--- config.mk ---
export PLATFORM = sky130hd
export DESIGN_NAME = wb_write_queue
export DESIGN_NICKNAME = d
export VERILOG_FILES = /design/src/rtl/wb_write_queue.sv
export SDC_FILE = /design/constraint.sdc
export NUM_CORES = 1
export LEC_CHECK = 0
export BUFFER_PORTS_ARGS = -buffer_cell sky130_fd_sc_hd__buf_4
export CORE_MARGIN = 4
export CORE_UTILIZATION = 50
export DETAILED_ROUTE_END_ITERATION = 8
export PLACE_DENSITY_LB_ADDON = 0.12
export SLEW_MARGIN = 20
export SYNTH_ARGS = -nofsm -noshare
export SYNTH_HDL_FRONTEND = slang
export SYNTH_SLANG_ARGS = --single-unit
--- constraint.sdc ---
create_clock -name clk -period 5 [get_ports clk]
set_input_delay 0.25 -clock clk [delete_from_list [all_inputs] [get_ports clk]]
set_output_delay 0.25 -clock clk [all_outputs]
set_load 0.05 [all_outputs]
--- src/rtl/wb_write_queue.sv ---
// In-order write-back queue ahead of the register bank. It drains one entry per
// cycle into the bank write port and forwards pending data to the bank readers.
module wb_write_queue #(
    parameter int DEPTH = 4,
    parameter int AW    = 5,
    parameter int DW    = 32
) (
    input  logic                     clk,
    input  logic                     reset,
    input  logic                     in_valid,
    output logic                     in_ready,
    input  logic [AW-1:0]            in_dr,
    input  logic [DW-1:0]            in_data,
    input  logic                     drain_en,
    output logic                     write,
    output logic [AW-1:0]            dr,
    output logic [DW-1:0]            wrData,
    input  logic [AW-1:0]            sr1,
    input  logic [AW-1:0]            sr2,
    output logic                     hit1,
    output logic                     hit2,
    output logic [DW-1:0]            fwd1,
    output logic [DW-1:0]            fwd2,
    output logic [$clog2(DEPTH):0]   count,
    output logic                     full,
    output logic                     empty
);

    localparam int PW = $clog2(DEPTH);
    localparam int CW = PW + 1;
    localparam logic [CW-1:0] DEPTH_C = CW'(DEPTH);

    logic [AW-1:0] mem_dr   [DEPTH];
    logic [DW-1:0] mem_data [DEPTH];
    logic [PW-1:0] rd_ptr;
    logic [PW-1:0] wr_ptr;
    logic [PW-1:0] idx;
    logic          push;
    logic          pop;

    assign full     = (count == DEPTH_C);
    assign empty    = (count == '0);
    assign in_ready = !full;

    // Handshake: a request transfers on a posedge where in_valid && in_ready;
    // the upstream holds in_dr/in_data stable until then. Reset drops both sides.
    assign push  = in_valid && in_ready && !reset;
    assign pop   = !empty && drain_en && !reset;
    assign write = pop;

    assign dr     = empty ? '0 : mem_dr[rd_ptr];
    assign wrData = empty ? '0 : mem_data[rd_ptr];

    always_ff @(posedge clk) begin
        if (reset) begin
            rd_ptr <= '0;
            wr_ptr <= '0;
            count  <= '0;
        end else begin
            if (push) begin
                wr_ptr <= wr_ptr + 1'b1;
            end
            if (pop) begin
                rd_ptr <= rd_ptr + 1'b1;
            end
            if (push && !pop) begin
                count <= count + 1'b1;
            end else if (pop && !push) begin
                count <= count - 1'b1;
            end
        end
    end

    // Entry storage carries no reset; occupancy alone decides what is valid.
    always_ff @(posedge clk) begin
        if (push) begin
            mem_dr[wr_ptr]   <= in_dr;
            mem_data[wr_ptr] <= in_data;
        end
    end

    // Scan oldest to youngest so the last match left standing is the youngest.
    always_comb begin
        hit1 = 1'b0;
        hit2 = 1'b0;
        fwd1 = '0;
        fwd2 = '0;
        idx  = '0;
        for (int i = 0; i < DEPTH; i++) begin
            idx = rd_ptr + PW'(i);
            if (CW'(i) < count) begin
                if (mem_dr[idx] == sr1) begin
                    hit1 = 1'b1;
                    fwd1 = mem_data[idx];
                end
                if (mem_dr[idx] == sr2) begin
                    hit2 = 1'b1;
                    fwd2 = mem_data[idx];
                end
            end
        end
    end

endmodule

==> results.md, run 1 <==
* Status: finished clean
* Worst Tran Pin Value at 952 ps
* Crit-path max FO at 36
* Site Rows at 54
* Setup TNS Final at 0 ps
* Final Cycle Share at 88.0%
* Startpoint types: register
* I/O Pins at 161
* Clk_skew at 5.28 ps
* Crit-path max cell delay at 730 ps
* CP delay by family, top: simple AND/OR/NAND/NOR gates
* 1st-iter DRT viols at 1,004
* Number of H-tree levels at 4
* Internal power at 3.33 mW
* Post-CTS Setup Bufs at 0
* Max-cap violations at 0
* Remaining Overflow, GRT at 0
* Slew HR at 36.5%
* Clock sink count at 157
* DR vias at 9,430
* Crit path buffers/inverters at 3
* GRT Resource Usage Total at 27.1%
* Total Power at 5.89 mW
* Syn nets at 1,101
* Yosys cell types at 38
* Cts hold-fix bufs at 0
* Number of synthesized flops with an enable pin at 148
* RD Place Congestion at 0.882
* Layout cells sized above 1 at 32.8%
* PwrDens at 443 nW/um^2
* Yosys reg bits at 157
* Mean area per synthesized cell at 10.9 um^2
* Syn. warnings at 0
* Netlist Area Pre-Place at 11,300 um^2
* First-pass GRT wire length at 52,000 um
* Clock period minus worst slack at 4400 ps
* Final hold vios at 0
* Post-synthesis sequential area ratio at 40.8%
* Seq pwr share at 28.3%
* Sw frac at 43.4%
* Net Switching at 2.56 mW
* # port buffers at 160
* Max IR drop VDD at 0.398 mV
* Largest net degree at the start of global routing at 85
* Clock transition at the registers of the reported paths at 60 ps
* Static leakage at 4.66 nW
* Crit path kind: register to output pin
* Worst slack, placed at 1090 ps
* Critical Path RT at 4750 ps
* Post-synth ARST share at 0%
* CP Data Arrival Time at 4150 ps
* Critical path capture point type: output pin
* DRC at 0
* Nets@finish at 1,207
* Detailed Route WL at 34,300 um
* Area Growth Syn to Fin at 17.2%
* Starting density of the core at 51.3%
* Cell count after synthesis at 1,041
* Core area at 22,100 um^2
* Unrepaired setup endpoints after global routing: false
* Tightest Hold Check Type: input pin to register
* Commonest non-fill, non-tap cell in the layout: buf_4
* Die ar. at 25,100 um^2
* Clk buf depth at 2
* Detail Route Antenna Nets at 0
* Fin util at 60.1%
* Comb power frac at 50.2%
* Vias per cell at 6.55
* Worst R2R Start: count[0]
* CTS tree: done
* Cells along the critical path: mux4_2 > xnor2_1 > nand4_1 > or3_2 > buf_4 > and2_2 > buf_4 > a211oi_2 > buf_4
* Initial antenna violation count at 0
* Clock root buffer: clkbuf_16
* Final Setup Violations at 0
* Drt first pass iters at 5
* Worst setup margin at 600 ps
* Worst skew pair latency at 430 ps
* Commonest non-fill, non-tap cells in the layout: 188 x buf_4, 148 x edfxtp_1, 106 x nor2_1, 84 x mux4_2, 70 x inv_1
* Clock Power Share at 21.5%
* Slew Limit Fails at 0
* Most frequent CP cell: buf_4
* Post_cts resized at 0
* Die Y at 159 um
* Die X at 159 um
* Hold Path End: mem_dr[0][2]
* Number of global-route vias before repair at 9,107
* Avg WL per Cell at 23.9 um
* Detailed placement HPWL at 22,200 um
* Hold depth at 1
* FF-to-FF End: mem_data[2][17]
* Worst R2R Setup Slack at 2140 ps
* Antenna diodes at 0
* Fmax at 0.227 GHz
* Top_reg_cell synth: edfxtp_1
* R2R depth at 7
* CTS Buf Count at 17
* Slowest cell on crit path: dfxtp_4
* Hold path start: in_dr[2]
* Filler cell count at 1,836
[Yosys cell counts (all sizes together) (11+ instances only)]
master,instances,share of area (%)
nand2,41,1.4
and2,11,0.61
clkbuf,67,2.2
o21ai,65,2.9
mux4,84,17
edfxtp,148,39
nor2,109,3.6
mux2i,35,3.1
o311a,32,2.8
a21oi,35,1.5
nor3,62,2.7
or3,37,2.0
mux2,32,3.2
xnor2,32,2.5
a31oi,31,1.7
inv,71,2.4
xor2,13,1.0
a211oi,32,3.4
o22ai,31,1.7
buf,34,1.6
[worst max path at each step]
| stage | startpoint | endpoint | slack (ps) | cells past startpoint |
|---|---|---|---|---|
| 3_5_place_dp | rd_ptr[0] | fwd1[2] | 1090 | 9 |
| 5_1_grt | rd_ptr[0] | fwd1[0] | 390 | 8 |
| 3_3_place_gp | rd_ptr[0] | fwd1[5] | 1130 | 9 |
| 2_1_floorplan | rd_ptr[1] | fwd2[31] | 1450 | 8 |
| 4_1_cts | rd_ptr[0] | fwd1[2] | 620 | 9 |
| 6_report | rd_ptr[0] | fwd1[2] | 600 | 9 |
[through the flow]
stage,hold WS (ps),cells,cell area (um^2)
6_report,17.2,1440,13300
5_1_grt,5.38,1440,13300
4_1_cts,3.41,1440,13300
3_5_place_dp,453,1408,12700
3_3_place_gp,452,1408,12700
2_1_floorplan,349,1041,11300
[layout make-up]
class                      instances  area, um^2  area share, %
multi-input combinational        712        6050           45.5
sequential                       157        4630           34.9
timing repair buffer             188        1410           10.6
clock buffer                      22         454           3.42
tap                              280         350           2.64
inverter                          71         267           2.01
clock inverter                    10         116          0.876
[power by group through the flow]
stage          Sequential, mW  Combinational [mW]  Clock (mW)
5_1_grt                  1.68                3.14        1.34
4_1_cts                  1.67                2.95        1.28
6_report                 1.67                2.96        1.27
3_3_place_gp             1.69                2.92           0
3_5_place_dp             1.69                2.94           0
2_1_floorplan            1.62                2.23           0
[routing by layer]
layer	routed length, um	track usage (%)	up-vias
met1	13800	37.6	4607
met4	721	8.77	0
met5	0	0	-
li1	-	-	4199
met3	3370	4.81	62
met2	16400	43.7	562
[logic make-up after synthesis]
logic type               share of synthesized area, %
adder cells (fa/ha/maj)                         0.993
AO/OA/AOI/OAI                                    14.3
multiplexers                                     23.0
AND/OR/NAND/NOR                                  11.3
flip-flops                                       40.8
buffers and inverters                            6.21
XOR/XNOR                                         3.48
[state kept, by name, summed over array words and instances, names as in the netlist, named ones only]
| signal | cells |
|---|---|
| count | 3 |
| wr_ptr | 2 |
| rd_ptr | 2 |
| mem_dr | 20 |
| mem_data | 128 |
[worst reg2reg max path, stage by stage, from the launching register on]
cell	delay (ps)
dfxtp_1	510
inv_1	110
ha_1	240
nand2_1	130
nand2_1	110
nor2_1	260
and2_2	740
buf_4	430
(Power assumes the default switching activity.)
==> run 2: changes to the inputs <==
- CORE_MARGIN: 4 -> 8
==> run 2 against run 1 <==
Largest power group unchanged. Fmax up 1.8%. Clock power about the same. Setup slack better by 79 ps. Count of clock-buffer cells in the layout unchanged. Sequential power down 3%. Final area about the same. Die area up 10%. Final cell count up 0.21%.
==> results.md, run 2 (synthesis gave the netlist of run 1 again) <==
* Status: finished clean
* Vias per cell at 6.47 (-1.2%)
* Max FFs per register at 128 (unchanged)
* Total Power at 5.94 mW (+0.83%)
* Nets@finish at 1,205 (-0.17%)
* Met3 GRT Util at 5.41% (+0.60 points)
* Clock sink count at 157 (unchanged)
* Final Cycle Share at 86.4% (-1.6 points)
* First-pass GRT wire length at 53,200 um (+2.3%)
* Slew Limit Fails at 0 (unchanged)
* Core area at 22,400 um^2 (+1.5%)
* Fmax at 0.231 GHz (+1.8%)
* Detail Route Antenna Nets at 0 (unchanged)
* Commonest non-fill, non-tap cell in the layout: buf_4
* Area Growth Syn to Fin at 17.2% (about the same)
* Cells along the critical path: mux4_2 > xnor2_1 > nand4_1 > buf_4 > or3_1 > o31a_1 > a211oi_1 > buf_4
* # port buffers at 160 (unchanged)
* Post-route cell area at 13,300 um^2 (about the same)
* Max-cap violations at 0 (unchanged)
* Worst Tran Pin Value at 1070 ps (+121 ps)
* Static leakage at 4.67 nW (about the same)
* Critical path capture point type: output pin
* CP delay by family, top: simple AND/OR/NAND/NOR gates
* Met2 global-route usage at 40.1% (-3.6 points)
* Drt first pass iters at 6 (+1)
* RD Place Congestion at 0.890 (+0.90%)
* Starting density of the core at 50.5% (-0.78 points)
* Layout cells sized above 1 at 32.3% (-0.46 points)
* R2R depth at 7 (unchanged)
* Most frequent CP cell: buf_4
* Layer with the highest usage: met2
* Clock transition at the registers of the reported paths at 60 ps (about the same)
* M1 GR Usage at 31.4% (-6.2 points)
* Detailed placement HPWL at 21,900 um (-1.4%)
* Crit-path max FO at 21 (-42%)
* CTS Buf Count at 17 (unchanged)
* Placed cell areas at 12,700 um^2 (about the same)
* Most flop-heavy register: mem_data
* DRC at 0 (unchanged)
* Die Y at 167 um (+5.0%)
* Site Rows at 55 (+1.9%)
* Initial antenna violation count at 0 (unchanged)
* Worst R2R Start: count[0]
* Crit path buffers/inverters at 2 (-1)
* Worst skew pair latency at 430 ps (about the same)
* Number of global-route vias before repair at 9,412 (+3.3%)
* 1st-iter DRT viols at 1,060 (+5.6%)
* Detailed Route WL at 34,400 um (+0.16%)
* Avg WL per Cell at 23.8 um (about the same)
* PwrDens at 447 nW/um^2 (+0.80%)
* Crit path kind: register to output pin
* Hold depth at 1 (unchanged)
* FF-to-FF End: mem_data[2][22]
* Clk_skew at 9.34 ps (+4.06 ps)
* Largest net degree at the start of global routing at 96 (+13%)
* Slowest cell on crit path: nand4_1
* Commonest non-fill, non-tap cells in the layout: 186 x buf_4, 148 x edfxtp_1, 106 x nor2_1, 84 x mux4_2, 70 x inv_1
* Remaining Overflow, GRT at 0 (unchanged)
* Worst setup margin at 679 ps (+78.6 ps)
* CTS tree: done
* Post-CTS Setup Bufs at 0 (unchanged)
* Final hold vios at 0 (unchanged)
* Tightest Hold Check Type: input pin to register
* Worst slack, placed at 1150 ps (+62.1 ps)
* Antenna diodes at 0 (unchanged)
* Final Setup Violations at 0 (unchanged)
* Critical Path RT at 4750 ps (about the same)
* Clk buf depth at 2 (unchanged)
* Largest registers: mem_data x128, mem_dr x20, count x3
* Post_cts resized at 0 (unchanged)
* Crit-path max cell delay at 690 ps (-40 ps)
* I/O Pins at 161 (unchanged)
* Worst R2R Setup Slack at 2160 ps (+20 ps)
* Cts hold-fix bufs at 0 (unchanged)
* CP Data Arrival Time at 4070 ps (-80 ps)
* Setup TNS Final at 0 ps (unchanged)
* Die ar. at 27,700 um^2 (+10%)
* Hold path start: in_dr[1]
* GRT Resource Usage Total at 24.3% (-2.8 points)
* Clock period minus worst slack at 4320 ps (-78.6 ps)
* Slew HR at 28.5% (-8.1 points)
* Number of H-tree levels at 4 (unchanged)
* Max IR drop VDD at 0.311 mV (-22%)
* Unrepaired setup endpoints after global routing: false
* Startpoint types: register
* Die X at 167 um (+5.0%)
* DR vias at 9,332 (-1.0%)
* Hold Path End: mem_dr[2][1]
* Clock root buffer: clkbuf_16
-- run 2: through the flow --
stage | utilization [%] | hold WS (ps) | instances
after floorplan | - | 349 | 1041
after global placement | 56.6 | 452 | 1411
after detailed placement | 56.6 | 455 | 1411
after CTS | 59.2 | 10.7 | 1443
after global routing | 59.2 | 12.5 | 1443
final | 59.2 | 19.0 | 1443
-- run 2: power by group --
part           switching (mW)  leakage (nW)  internal [mW]
clock                   0.517         0.276          0.786
sequential             0.0898          1.42           1.53
combinational            1.96          2.97           1.06
total                    2.56          4.67           3.38
-- run 2: area by class of cell --
type / count / area (um^2)
clock buffers: 22 / 444
well taps: 285 / 357
clock inverters: 10 / 140
repair buffers: 186 / 1400
multi-input cells: 712 / 6050
flip-flops and latches: 157 / 4630
fillers: 1860 / 9150
inverters: 71 / 267
-- run 2: how the worst max path moves through the flow --
stage                    from        to  slack [ps]  cells past startpoint
global route        rd_ptr[0]  fwd2[31]         520                      8
finish              rd_ptr[0]  fwd2[31]         680                      8
global placement    rd_ptr[0]   fwd2[0]        1210                      7
floorplan           rd_ptr[1]  fwd2[31]        1450                      8
detailed placement  rd_ptr[0]   fwd2[0]        1150                      7
CTS                 rd_ptr[0]   fwd2[0]         700                      7
-- run 2: metal layers --
layer,wire length [um],vias to the layer above
li1,-,4185
met1,13900,4580
met2,16600,505
met3,3220,62
met4,696,0
met5,0,-
